<file path="config.mk">
export PLATFORM = sky130hd
export DESIGN_NAME = apb_master_bridge
export DESIGN_NICKNAME = d
export VERILOG_FILES = /design/src/rtl/apb_master_bridge.sv
export SDC_FILE = /design/constraint.sdc
export NUM_CORES = 1
export LEC_CHECK = 0
export CAP_MARGIN = 20
export CORE_MARGIN = 3
export CORE_UTILIZATION = 41
export CTS_CLUSTER_DIAMETER = 60
export DETAILED_ROUTE_END_ITERATION = 12
export GPL_TIMING_DRIVEN = 0
export PLACE_DENSITY = 0.9
export SLEW_MARGIN = 25
export SYNTH_ARGS = -nofsm -noshare
export SYNTH_HDL_FRONTEND = slang
export SYNTH_SLANG_ARGS = --single-unit
</file>
<file path="constraint.sdc">
create_clock -name PCLK -period 3.3 [get_ports PCLK]
set_clock_uncertainty 0.15 [all_clocks]
set_input_delay 0.495 -clock PCLK [delete_from_list [all_inputs] [get_ports PCLK]]
set_output_delay 0.495 -clock PCLK [all_outputs]
set_load 0.02 [all_outputs]
</file>
<file path="src/rtl/apb_master_bridge.sv">
// Valid/ready command port to APB3 master bridge, one transfer in flight.
// Optional ACCESS-phase timeout is enabled by defining APB_MASTER_TIMEOUT_EN.
module apb_master_bridge #(
   parameter int unsigned ADDR_W  = 8,
   parameter int unsigned DATA_W  = 32,
   parameter int unsigned TIMEOUT = 16
) (
   input  logic              PCLK,
   input  logic              PRESETn,
   input  logic              cmd_valid,
   output logic              cmd_ready,
   input  logic              cmd_write,
   input  logic [ADDR_W-1:0] cmd_addr,
   input  logic [DATA_W-1:0] cmd_wdata,
   output logic              rsp_valid,
   output logic [DATA_W-1:0] rsp_rdata,
   output logic              rsp_err,
   output logic              busy,
   output logic              PSEL,
   output logic              PENABLE,
   output logic              PWRITE,
   output logic [ADDR_W-1:0] PADDR,
   output logic [DATA_W-1:0] PWDATA,
   input  logic [DATA_W-1:0] PRDATA,
   input  logic              PREADY,
   input  logic              PSLVERR
);

   typedef enum logic [1:0] {
      IDLE   = 2'd0,
      SETUP  = 2'd1,
      ACCESS = 2'd2
   } state_t;

   state_t              state_q, state_d;
   logic                pwrite_q, pwrite_d;
   logic [ADDR_W-1:0]   paddr_q, paddr_d;
   logic [DATA_W-1:0]   pwdata_q, pwdata_d;
   logic                rsp_valid_q, rsp_valid_d;
   logic                rsp_err_q, rsp_err_d;
   logic [DATA_W-1:0]   rsp_rdata_q, rsp_rdata_d;

`ifdef APB_MASTER_TIMEOUT_EN
   localparam int unsigned     CNT_W     = $clog2(TIMEOUT);
   localparam logic [CNT_W-1:0] CNT_LIMIT = CNT_W'(TIMEOUT - 1);

   logic [CNT_W-1:0] cnt_q, cnt_d;
`endif

   always_ff @(posedge PCLK or negedge PRESETn) begin
      if (!PRESETn) begin
         state_q     <= IDLE;
         pwrite_q    <= 1'b0;
         paddr_q     <= '0;
         pwdata_q    <= '0;
         rsp_valid_q <= 1'b0;
         rsp_err_q   <= 1'b0;
         rsp_rdata_q <= '0;
`ifdef APB_MASTER_TIMEOUT_EN
         cnt_q       <= '0;
`endif
      end else begin
         state_q     <= state_d;
         pwrite_q    <= pwrite_d;
         paddr_q     <= paddr_d;
         pwdata_q    <= pwdata_d;
         rsp_valid_q <= rsp_valid_d;
         rsp_err_q   <= rsp_err_d;
         rsp_rdata_q <= rsp_rdata_d;
`ifdef APB_MASTER_TIMEOUT_EN
         cnt_q       <= cnt_d;
`endif
      end
   end

   always_comb begin
      state_d     = state_q;
      pwrite_d    = pwrite_q;
      paddr_d     = paddr_q;
      pwdata_d    = pwdata_q;
      rsp_valid_d = 1'b0;
      rsp_err_d   = 1'b0;
      rsp_rdata_d = '0;
`ifdef APB_MASTER_TIMEOUT_EN
      cnt_d       = cnt_q;
`endif
      unique case (state_q)
         IDLE: begin
            if (cmd_valid) begin
               pwrite_d = cmd_write;
               paddr_d  = cmd_addr;
               pwdata_d = cmd_wdata;
               state_d  = SETUP;
`ifdef APB_MASTER_TIMEOUT_EN
               cnt_d    = '0;
`endif
            end
         end
         SETUP: begin
            state_d = ACCESS;
         end
         ACCESS: begin
            // Completion is checked first so PREADY on the limit edge still wins.
            if (PREADY) begin
               state_d     = IDLE;
               rsp_valid_d = 1'b1;
               rsp_err_d   = PSLVERR;
               rsp_rdata_d = (!pwrite_q && !PSLVERR) ? PRDATA : '0;
`ifdef APB_MASTER_TIMEOUT_EN
            end else if (cnt_q == CNT_LIMIT) begin
               state_d     = IDLE;
               rsp_valid_d = 1'b1;
               rsp_err_d   = 1'b1;
            end else begin
               cnt_d = cnt_q + CNT_W'(1);
`endif
            end
         end
         default: begin
            state_d = IDLE;
         end
      endcase
   end

   assign cmd_ready = (state_q == IDLE);
   assign busy      = (state_q != IDLE);
   assign PSEL      = (state_q != IDLE);
   assign PENABLE   = (state_q == ACCESS);
   assign PWRITE    = pwrite_q;
   assign PADDR     = paddr_q;
   assign PWDATA    = pwdata_q;
   assign rsp_valid = rsp_valid_q;
   assign rsp_err   = rsp_err_q;
   assign rsp_rdata = rsp_rdata_q;

endmodule
</file>
# Word level (Yosys, flattened, before mapping)
# Index checks and enable logic that the tools add are counted.
op_classes:
  addsub: 0
  mul: 0
  div: 0
  order_cmp: 0
  n_eq_ne: 4
  shift: 0
  mux: 10
  n_bitwise: 0
  reduce_logical: 7
op_table:
  columns: ["cell", "count"]
  rows:
  - ["two-way mux 32 bit", 3]
  - ["case mux 2 bit (3 select lines)", 1]
  - ["two-way mux 1 bit", 4]
  - ["two-way mux 2 bit", 2]
  - ["AND reduction 2 bit", 2]
  - ["== test 2 x 1 -> 1 bit (second input constant)", 1]
  - ["== test 2 bit (second input constant)", 1]
  - ["zero test 1 bit", 2]
  - ["zero test 2 bit", 1]
  - ["inequality test 2 x 1 -> 1 bit (second input constant)", 1]
  - ["inequality test 2 bit (second input constant)", 1]
  - ["nonzero test 2 bit", 1]
  - ["logical AND 1 bit", 1]
word_totals:
  register_bits: 77
  latchBits: 0
  ram_bits: 0
  romBits: 0
  out_inout_bits: 79
  memories: 0

# Logic depth before layout (Yosys ltp)
# Gate-level depths: netlist of the first run.
depth:
  ltp_word: 5
  ltp_mapped: 3

# Worst setup path before layout of the first run
# Ideal clock, no wire load.
synth_timing:
  path_type: "register to output"
  startpoint: "reg state_q[0]"
  endpoint: "out busy"
  arrival_ps: 976
  required_time_ps: 2655
  setup_slack_ps: 1679
  path_stages_with_launch: 3
  n_path_buf: 1
  cell_sequence: "dfrtp_1 > or2_2 > buf_4"
synth_between:
  elab_chain_len: 1
synth_rtl:
  columns: ["item", "line_no", "text"]
  rows:
  - ["start: declaration", "35", "state_t state_q, state_d;"]
  - ["start signal: assignment", "63", "state_q <= state_d;"]
  - ["nonzero test 2 bit", null, null]
  - ["end: declaration", "18", "output logic busy,"]
# No other way between the ends.

# Worst setup path in the final report of the first run
layout_timing:
  startpoint: "reg state_q[0]"
  endpoint: "out busy"
layout_between:
  elab_chain_len: 1
layout_rtl:
  columns: ["item", "line_no", "text"]
  rows:
  - ["nonzero test 2 bit", "126", "assign busy = (state_q != IDLE);"]
# No other way between the ends.

==> results of run 1 <==
==> cells in the mapped netlist <==
cell type,n,area [µm²]
sky130_fd_sc_hd__nor3b_4,1,18.8
sky130_fd_sc_hd__or2_2,1,6.26
sky130_fd_sc_hd__nand3b_2,1,11.3
sky130_fd_sc_hd__nor2b_1,1,6.26
sky130_fd_sc_hd__and2_1,1,6.26
sky130_fd_sc_hd__nor4b_1,32,280
sky130_fd_sc_hd__clkbuf_1,8,30.0
sky130_fd_sc_hd__buf_6,5,56.3
sky130_fd_sc_hd__buf_2,2,10.0
sky130_fd_sc_hd__nand2b_1,1,6.26
sky130_fd_sc_hd__mux2_1,2,22.5
sky130_fd_sc_hd__mux2i_1,1,10.0
sky130_fd_sc_hd__dfrtp_1,77,1930
sky130_fd_sc_hd__buf_4,1,7.51
sky130_fd_sc_hd__mux2_2,39,439
sky130_fd_sc_hd__inv_1,2,7.51
==> cells by family (layout without fill, tap and decap cells) <==
| kind of cell | after synthesis | count (layout) | synth area share |
|---|---|---|---|
| buffers and inverters | 18 | 191 | 0.0391 |
| DFF | 77 | 77 | 0.677 |
| muxes | 42 | 42 | 0.166 |
| and+or+nand+nor | 38 | 38 | 0.118 |
==> sequential cells by signal, summed over array words and instances, names as in the netlist <==
name and cells:
rsp_rdata 32, PWRITE 1, rsp_err 1, state_q 2, PWDATA 32, rsp_valid 1, PADDR 8
==> per-stage QoR <==
| stage | instance area [µm²] | setup WS, ps |
|---|---|---|
| 2_1_floorplan | 2850 | 1680 |
| 3_3_place_gp | 4490 | -970 |
| 3_5_place_dp | 4510 | 1100 |
| 4_1_cts | 4770 | 825 |
| 5_1_grt | 4770 | 799 |
| 6_report | 4770 | 855 |
==> what timing repair did <==
item                      4_1_cts  5_1_grt
resized for setup               0        0
hold endpoints to repair       39        0
hold buffers                    1        0
buffers inserted                0        0
==> power by group through the flow <==
| stage | logic, W | registers [W] | clock network [W] |
|---|---|---|---|
| 2_1_floorplan | 0.000537 | 0.00174 | 0 |
| 3_3_place_gp | 0.00170 | 0.00138 | 0 |
| 3_5_place_dp | 0.00173 | 0.00141 | 0 |
| 4_1_cts | 0.00174 | 0.00139 | 0.000869 |
| 5_1_grt | 0.00182 | 0.00142 | 0.000908 |
| 6_report | 0.00172 | 0.00138 | 0.000851 |
==> path summary, 6_finish.rpt <==
| path | start | endpoint | slack [ps] | cells past startpoint |
|---|---|---|---|---|
| setup / recovery | state_q[0]$_DFFE_PN0P_ | busy | 850 | 3 |
| hold / removal | PWDATA[2]$_DFFE_PN0P_ | PWDATA[2]$_DFFE_PN0P_ | 340 | 1 |
| setup reg to reg | state_q[0]$_DFFE_PN0P_ | PWDATA[19]$_DFFE_PN0P_ | 1590 | 3 |
| hold reg to reg | PWDATA[2]$_DFFE_PN0P_ | PWDATA[2]$_DFFE_PN0P_ | 340 | 1 |
| max in group asynchronous | PRESETn | rsp_rdata[2]$_DFF_PN0_ | 1910 | 3 |
| min in group asynchronous | PRESETn | PWDATA[27]$_DFFE_PN0P_ | 530 | 2 |
==> final cells by class <==
cell class                      instances  area (µm²)
Sequential cell                        77        1930
Clock buffer                           10         138
Clock inverter                          6         110
Timing Repair Buffer                  157        1580
Fill cell                             455        1760
Multi-Input combinational cell         80         807
Tap cell                               77        96.3
Buffer                                 16         104
Inverter                                2        7.51
==> routing by layer <==
layer	track usage	vias to the layer above	part of all wire
li1	-	964	-
met1	0.195	1025	0.36
met2	0.315	88	0.54
met3	0.0535	10	0.084
met4	0.0731	0	0.016
met5	0	-	0
==> summary.log, run 1 <==
[status] run status complete, no violations
[cts] number of buffers created by CTS 9
[cts] CTS H-tree depth 3
[floorplanning] number of placement rows 29
[timing] Final Max Slew Viols 0
[logic_synthesis] post-synthesis cell count 175
[cts] Clock transition at path regs 80 ps
[worst_setup_path] critical path peak fanout 5
[floorplanning] Chip Width 89.3 µm
[pwr] sw power 0.00128 W
[worst_setup_path] data required time at the worst endpoint 2650 ps
[detailed_routing] vias per std cell 4.91
[floorplanning] y dimension of the die 89.3 µm
[cts] TritonCTS clock tree done
[logic_synthesis] synthesized area per cell 16.3 µm²
[cts] maximum number of buffers from clock root to sink 2
[timing] count of endpoints failing hold in the final timing report 0
[logic_synthesis] post-synth cell types 16
[timing] worst hold margin 339 ps
[detailed_routing] wire per inst 16.3 µm
[logic_synthesis] Post-Synthesis Cell Area 2850 µm²
[pwr] Leak 1.97 nW
[pwr] register share of total power 0.350
[logic_synthesis] number of warning messages in the yosys log 0
[layout] diode insertion count for antenna repair 0
[global_route] pin count of the biggest net entering global routing 41
[cts] Clk Latency, worst-skew pair 330 ps
[placed_design] detailed-placement wirelength estimate 5440 µm
[worst_setup_path] slowest library cell on the worst path sky130_fd_sc_hd__clkdlybuf4s50_1
[timing] Sum Neg Setup Slack 0 ps
[global_route] global-route wire length before repair 10500 µm
[global_route] Global Route Usage Sum 0.177
[worst_setup_path] critical path's top delay family buffers and inverters
[pwr] total internal power 0.00267 W
[floorplanning] Starting Density 0.436
[timing] measured slew at the worst slew-check pin 501 ps
[worst_setup_path] startpoint type of the worst setup path register
[detailed_routing] Initial DRT Pass Iterations 4
[pwr] combinational share of power 0.435
[logic_synthesis] Mapped Nets 253
[timing] Fmax achieved 0.409 GHz
[layout] Finished Core Util 0.730
[worst_setup_path] Crit. End Element output pin
[timing] setup repair after global routing missed its margin no
[logic_synthesis] total of flip-flops plus latches after synthesis 77
[layout] commonest cells after routing, fill and taps aside 154 x sky130_fd_sc_hd__clkdlybuf4s50_1, 77 x sky130_fd_sc_hd__dfrtp_1, 39 x sky130_fd_sc_hd__mux2_2, 32 x sky130_fd_sc_hd__nor4b_1, 10 x sky130_fd_sc_hd__clkbuf_8
[worst_setup_path] list of cells traversed by the critical path or2_2 -> buf_4 -> clkdlybuf4s50_1
[cts] CTS Root Buffer Type sky130_fd_sc_hd__clkbuf_8
[layout] most common library cell in the layout ignoring fill and taps sky130_fd_sc_hd__clkdlybuf4s50_1
[global_route] initial antenna violation count 0
[worst_setup_path] critical path class register to output pin
[logic_synthesis] sequential area share after synthesis 0.677
[worst_setup_path] endpoint arrival time on the critical path 1800 ps
[layout] Final Non-Filler Cells 425
[min_path] worst min path class register to register
[placed_design] routability congestion estimate 0.679
[pwr] Cell Pwr Density 828 nW/µm²
[global_route] Overflow after GRT 0
[timing] final critical-path share of the clock period 0.741
[flow_run] reported max-cap violation count 0
[detailed_routing] wire length after detailed routing 6950 µm
[floorplanning] Core Footprint 6530 µm²
[timing] Final setup violation count 0
[detailed_routing] drt first-iter violations 42
[layout] fraction of layout instances using a drive strength above 1 0.195
[layout] synthesis-to-layout area growth 67.6%
[pwr] relative contribution of the clock network to total power 0.215
[pwr] total power consumption of the routed design 0.00395 W
[timing] Relative slew margins 0.666
[detailed_routing] DRC violations left 0
[detailed_routing] via total after detailed routing 2087
[cts] clock tree sinks 77
[worst_setup_path] largest stage delay on the critical path 530 ps
[layout] number of nets in the finished design 421
[floorplanning] top-level port count 157
[worst_setup_path] sum of buffers and inverters on the critical path 2
[placed_design] quantity of I/O buffers inserted on ports 155
[placed_design] placed cell count 408
[floorplanning] die area 7980 µm²
[global_route] vias in the first global route 2208
[pwr] switching part of the total power 0.324
[detailed_routing] Antenna Nets Post-Route 0
[timing] Final Critical Period 2450 ps
[pwr] IR drop worst, VDD 0.631 mV
Power figures use the tool's default switching activity.
==> inputs of run 2 (changes only) <==
Settings changed: CORE_UTILIZATION 41 to 35, PLACE_DENSITY 0.9 to 0.83.
Clock period 3.3 ns to 1.96 ns, I/O delays scaled along.
==> summary.log, run 2 (synthesis results as in run 1) <==
[layout] most common library cell in the layout ignoring fill and taps sky130_fd_sc_hd__clkdlybuf4s50_1
[worst_setup_path] data required time at the worst endpoint 1520 ps [-1130 ps]
[timing] Final setup violation count 0 [unchanged]
[min_path] worst min path class input port to register
[pwr] IR drop worst, VDD 0.768 mV [+22%]
[cts] Clk Latency, worst-skew pair 330 ps [about the same]
[placed_design] quantity of I/O buffers inserted on ports 155 [unchanged]
[placed_design] detailed-placement wirelength estimate 5330 µm [-2.0%]
[placed_design] routability congestion estimate 0.659 [-2.8%]
[worst_setup_path] endpoint arrival time on the critical path 1450 ps [-350 ps]
[cts] CTS Root Buffer Type sky130_fd_sc_hd__clkbuf_8
[pwr] relative contribution of the clock network to total power 0.198 [-0.017]
[global_route] initial antenna violation count 0 [unchanged]
[timing] measured slew at the worst slew-check pin 470 ps [-30.3 ps]
[timing] count of endpoints failing hold in the final timing report 0 [unchanged]
[timing] Fmax achieved 0.528 GHz
[global_route] vias in the first global route 2214 [+0.27%]
[layout] number of nets in the finished design 421 [unchanged]
[global_route] global-route wire length before repair 10800 µm [+2.2%]
[timing] least setup slack across all paths after layout 66.3 ps [-788 ps]
[layout] fraction of layout instances using a drive strength above 1 0.202 [+0.00633]
[floorplanning] die area 9250 µm² [+16%]
[pwr] sw power 0.00214 W [+67%]
[pwr] Cell Pwr Density 1360 nW/µm² [+64%]
[flow_run] reported max-cap violation count 0 [unchanged]
[worst_setup_path] critical path peak fanout 5 [unchanged]
[worst_setup_path] endpoint of the worst-slack reg-to-reg timing path PWDATA[24]$_DFFE_PN0P_
[pwr] combinational share of power 0.442 [+0.007]
[worst_setup_path] register-to-register setup slack 260 ps [-1330 ps]
[global_route] Global Route Usage Sum 0.154 [-0.0228]
[pwr] switching part of the total power 0.330 [+0.00581]
[worst_setup_path] critical path class register to output pin
[cts] TritonCTS clock tree done
[timing] final critical-path share of the clock period 0.966
[detailed_routing] via total after detailed routing 2052 [-1.7%]
[global_route] Overflow after GRT 0 [unchanged]
[placed_design] post-place setup slack -41.2 ps [-1150 ps]
[floorplanning] number of placement rows 32 [+10%]
[timing] Final Max Slew Viols 0 [unchanged]
[pwr] total internal power 0.00434 W [+63%]
[status] run status complete, no violations
[cts] Clock transition at path regs 70 ps [about the same]
[pwr] register share of total power 0.360 [+0.010]
[timing] Relative slew margins 0.686 [+0.0202]
[floorplanning] y dimension of the die 96.2 µm [+7.7%]
[cts] number of buffers created by CTS 9 [unchanged]
[pwr] Leak 1.96 nW [-0.46%]
[worst_setup_path] startpoint type of the worst setup path register
[worst_setup_path] reg-to-reg startpoint state_q[0]$_DFFE_PN0P_
[worst_setup_path] endpoint of the worst setup timing path PSEL
[cts] clock tree sinks 77 [unchanged]
[layout] diode insertion count for antenna repair 0 [unchanged]
[floorplanning] top-level port count 157 [unchanged]
[timing] setup repair after global routing missed its margin no
[cts] CTS H-tree depth 3 [unchanged]
[pwr] total power consumption of the routed design 0.00647 W [+64%]
[detailed_routing] wire length after detailed routing 6940 µm [-0.14%]
[timing] Final Critical Period 1890 ps
[layout] commonest cells after routing, fill and taps aside 150 x sky130_fd_sc_hd__clkdlybuf4s50_1, 75 x sky130_fd_sc_hd__dfrtp_1, 39 x sky130_fd_sc_hd__mux2_2, 32 x sky130_fd_sc_hd__nor4b_1, 10 x sky130_fd_sc_hd__clkbuf_8
[layout] synthesis-to-layout area growth 67.5% [about the same]
[cts] maximum number of buffers from clock root to sink 2 [unchanged]
[worst_setup_path] Crit. End Element output pin
[detailed_routing] Antenna Nets Post-Route 0 [unchanged]
[floorplanning] Starting Density 0.364 [-0.0712]
[detailed_routing] wire per inst 15.4 µm [-5.5%]
[detailed_routing] Initial DRT Pass Iterations 4 [unchanged]
[floorplanning] Core Footprint 7810 µm² [+20%]
[global_route] pin count of the biggest net entering global routing 42 [+2.4%]
[detailed_routing] drt first-iter violations 21 [-50%]
[worst_setup_path] r2r worst-path depth 3 [unchanged]
[worst_setup_path] crit path launch state_q[0]$_DFFE_PN0P_
[floorplanning] Chip Width 96.2 µm [+7.7%]
[detailed_routing] vias per std cell 4.57 [-6.9%]
[detailed_routing] DRC violations left 0 [unchanged]
## run 2: metal layers
metal / share of wire / track usage / routed length (µm) / vias to the layer above
met2: 0.49 / 0.253 / 3370 / 93
li1: - / - / - / 962
met1: 0.38 / 0.176 / 2630 / 986
met5: 0 / 0 / 0 / -
met3: 0.12 / 0.0696 / 842 / 11
met4: 0.013 / 0.0569 / 87 / 0
## run 2: worst min path at each step
stage	startpoint	end	slack, ps	depth (start not counted)
floorplan	PRESETn	PADDR[0]$_DFFE_PN0P_	-150	0
global placement	PWDATA[2]$_DFFE_PN0P_	PWDATA[2]$_DFFE_PN0P_	320	1
detailed placement	PRESETn	PWDATA[19]$_DFFE_PN0P_	130	1
CTS	PSLVERR	rsp_rdata[25]$_DFF_PN0_	150	2
global route	PSLVERR	rsp_rdata[25]$_DFF_PN0_	180	2
finish	PSLVERR	rsp_rdata[31]$_DFF_PN0_	170	2
## run 2: through the flow
step           cell area (µm²)  setup TNS [ps]  hold slack [ps]  instances  utilization
2_1_floorplan             2850               0             -152        175            -
3_3_place_gp              4520         -161930              323        432        0.579
3_5_place_dp              4540           -1130              132        433        0.582
4_1_cts                   4760               0              149        449        0.610
5_1_grt                   4760               0              177        449        0.610
6_report                  4760               0              166        449        0.610
## run 2: worst max-delay path, cell delays in order, from the launching register on
cell and delay (ps):
sky130_fd_sc_hd__dfrtp_2 450, sky130_fd_sc_hd__or2_2 340, sky130_fd_sc_hd__dlygate4sd2_1 330
## run 2: power groups by stage
stage | registers (W) | clock network [W] | logic, W
after detailed placement | 0.00236 | 0 | 0.00292
after global placement | 0.00233 | 0 | 0.00287
final | 0.00233 | 0.00128 | 0.00286
after CTS | 0.00234 | 0.00132 | 0.00291
after global routing | 0.00240 | 0.00140 | 0.00305
after floorplan | 0.00293 | 0 | 0.000905
## run 2: timing repair
item,CTS,global route
buffers inserted,0,0
setup endpoints to repair,4,0
hold buffers,1,0
hold endpoints to repair,36,0
resized for setup,9,0
## run 2: cell type report
cell class                      count  area [µm²]
Multi-Input combinational cell     80         807
Fill cell                         644        3040
Tap cell                          102         128
Clock buffer                       11         141
Inverter                            2        7.51
Timing Repair Buffer              157        1580
Clock inverter                      4        72.6
Sequential cell                    77        1930
Buffer                             16         104
==> inputs of run 3 (changes only) <==
Settings changed: CAP_MARGIN 20 to default, CORE_ASPECT_RATIO from default to 2.
==> summary.log, run 3 (synthesis results as in run 1) <==
[timing] measured slew at the worst slew-check pin 456 ps [-14.2 ps]
[min_path] Cells on Worst Hold Path 2 [unchanged]
[placed_design] detailed-placement wirelength estimate 5900 µm [+11%]
[layout] area of combinational cells with multiple inputs 807 µm² [unchanged]
[global_route] vias in the first global route 2391 [+8.0%]
[pwr] register share of total power 0.348 [-0.012]
[cts] clock tree sinks 77 [unchanged]
[floorplanning] y dimension of the die 134 µm [+39%]
[cts] buffers inserted during post-CTS setup optimization 0 [unchanged]
[layout] Sequential cell area 1930 µm² [unchanged]
[cts] maximum number of buffers from clock root to sink 2 [unchanged]
[layout] commonest cells after routing, fill and taps aside 150 x sky130_fd_sc_hd__clkdlybuf4s50_1, 75 x sky130_fd_sc_hd__dfrtp_1, 39 x sky130_fd_sc_hd__mux2_2, 32 x sky130_fd_sc_hd__nor4b_1, 9 x sky130_fd_sc_hd__clkbuf_16
[cts] TritonCTS clock tree done
[timing] Final Max Slew Viols 0 [unchanged]
[global_route] Overflow after GRT 0 [unchanged]
[worst_setup_path] r2r worst-path depth 3 [unchanged]
[cts] Clk Latency, worst-skew pair 330 ps [about the same]
[floorplanning] die area 9310 µm² [+0.72%]
[worst_setup_path] critical path peak fanout 5 [unchanged]
[global_route] pin count of the biggest net entering global routing 54 [+29%]
[layout] Finished Core Util 0.620 [+0.0100]
[pwr] total internal power 0.00448 W [+3.2%]
[floorplanning] Core Footprint 7770 µm² [-0.48%]
[worst_setup_path] endpoint arrival time on the critical path 1460 ps [about the same]
[worst_setup_path] sum of buffers and inverters on the critical path 1 [unchanged]
[placed_design] quantity of I/O buffers inserted on ports 155 [unchanged]
[timing] Sum Neg Setup Slack 0 ps [unchanged]
[detailed_routing] DRC violations left 0 [unchanged]
[placed_design] routability congestion estimate 0.762 [+16%]
[cts] Clock transition at path regs 60 ps [about the same]
[worst_setup_path] largest stage delay on the critical path 440 ps [about the same]
[timing] setup repair after global routing missed its margin no
[layout] filler instances 599 [-7.0%]
[layout] diode insertion count for antenna repair 0 [unchanged]
[layout] most common library cell in the layout ignoring fill and taps sky130_fd_sc_hd__clkdlybuf4s50_1
[pwr] Leak 1.99 nW [+1.6%]
[worst_setup_path] critical path's top delay family flip-flops
[worst_setup_path] startpoint type of the worst setup path register
[global_route] Global Route Usage Sum 0.173 [+0.0191]
[timing] Fmax achieved 0.525 GHz [-0.57%]
[floorplanning] Starting Density 0.366 [+0.00176]
[timing] final critical-path share of the clock period 0.972 [+0.00556]
[pwr] relative contribution of the clock network to total power 0.224 [+0.026]
[detailed_routing] wire length after detailed routing 7570 µm [+9.1%]
[pwr] switching part of the total power 0.333 [+0.00257]
[layout] number of nets in the finished design 421 [unchanged]
[cts] CTS H-tree depth 3 [unchanged]
[pwr] sw power 0.00223 W [+4.4%]
[flow_run] reported max-cap violation count 0 [unchanged]
[worst_setup_path] slowest library cell on the worst path sky130_fd_sc_hd__dfrtp_2
[status] run status complete, no violations
[timing] Relative slew margins 0.692 [+0.00517]
[cts] CTS Root Buffer Type sky130_fd_sc_hd__clkbuf_16
[worst_setup_path] number of stages on the worst setup path 2 [unchanged]
[detailed_routing] drt first-iter violations 89 [+320%]
[global_route] global-route wire length before repair 12300 µm [+15%]
[pwr] IR drop worst, VDD 0.583 mV [-24%]
[timing] worst hold margin 163 ps [-2.93 ps]
[global_route] initial antenna violation count 0 [unchanged]
[worst_setup_path] data required time at the worst endpoint 1520 ps [about the same]
[detailed_routing] via total after detailed routing 2125 [+3.6%]
[detailed_routing] wire per inst 17.1 µm [+11%]
[worst_setup_path] critical path class register to output pin
[worst_setup_path] Crit. End Element output pin
[pwr] Cell Pwr Density 1390 nW/µm² [+2.4%]
[worst_setup_path] list of cells traversed by the critical path or2_2 -> dlygate4sd2_1
[detailed_routing] Antenna Nets Post-Route 0 [unchanged]
[layout] fraction of layout instances using a drive strength above 1 0.207 [+0.00517]
[detailed_routing] Initial DRT Pass Iterations 4 [unchanged]
[floorplanning] number of placement rows 45 [+41%]
[timing] count of endpoints failing hold in the final timing report 0 [unchanged]
[min_path] worst min path class input port to register
[floorplanning] Chip Width 69.8 µm [-27%]
[cts] number of buffers created by CTS 9 [unchanged]
[timing] Final Critical Period 1900 ps [+10.9 ps]
[detailed_routing] vias per std cell 4.81 [+5.2%]
[pwr] combinational share of power 0.429 [-0.013]
[floorplanning] top-level port count 157 [unchanged]
[layout] synthesis-to-layout area growth 69.4%
[timing] Final setup violation count 0 [unchanged]
-- run 3: cell types whose count changed in the layout (fill, tap and decap cells not counted), sizes merged --
| cell | delta |
|---|---|
| bufinv | -2 |
| clkinvlp | +1 |
| clkinv | +3 |
| clkdlybuf4s15 | -1 |
-- run 3: what timing repair did --
item	in CTS	in global routing
resized for setup	8	1
endpoints found under the hold margin	24	0
setup endpoints to repair	4	1
hold buffers	1	0
-- run 3: cell type report --
class	count	area share
flip-flops and latches	77	0.400
repair buffers	157	0.327
multi-input cells	80	0.167
clock buffers	10	0.0496
well taps	94	0.0244
plain buffers	16	0.0215
clock inverters	6	0.00805
inverters	2	0.00156
-- run 3: power groups by stage --
stage | clock network, W | registers [W] | logic, W
final | 0.00150 | 0.00233 | 0.00288
after global routing | 0.00160 | 0.00240 | 0.00304
after floorplan | 0 | 0.00293 | 0.000905
after global placement | 0 | 0.00232 | 0.00288
after CTS | 0.00155 | 0.00234 | 0.00293
after detailed placement | 0 | 0.00236 | 0.00294
-- run 3: final timing paths --
check / start / endpoint / slack (ps)
worst max-delay path: state_q[0]$_DFFE_PN0P_ / PSEL / 60
worst min-delay path: PSLVERR / rsp_rdata[28]$_DFF_PN0_ / 160
worst max register to register: state_q[0]$_DFFE_PN0P_ / PWDATA[13]$_DFFE_PN0P_ / 280
worst min register to register: PWDATA[3]$_DFFE_PN0P_ / PWDATA[3]$_DFFE_PN0P_ / 330
max in group asynchronous: PRESETn / rsp_rdata[27]$_DFF_PN0_ / 810
min in group asynchronous: PRESETn / PWDATA[14]$_DFFE_PN0P_ / 280
-- run 3: layer usage --
metal | share of wire | track usage
met2 | 0.56 | 0.314
met5 | 0 | 0
met4 | 0.036 | 0.112
met1 | 0.33 | 0.168
met3 | 0.075 | 0.0476
-- run 3: through the flow --
step                      total power, W  instance area, µm²  setup WS [ps]  cells
final                            0.00671                4820           55.4    442
after global routing             0.00705                4820           22.3    442
after CTS                        0.00682                4820           34.5    442
after detailed placement         0.00531                4540          -34.8    425
after global placement           0.00520                4510          -2090    424
after floorplan                  0.00384                2850            405    175
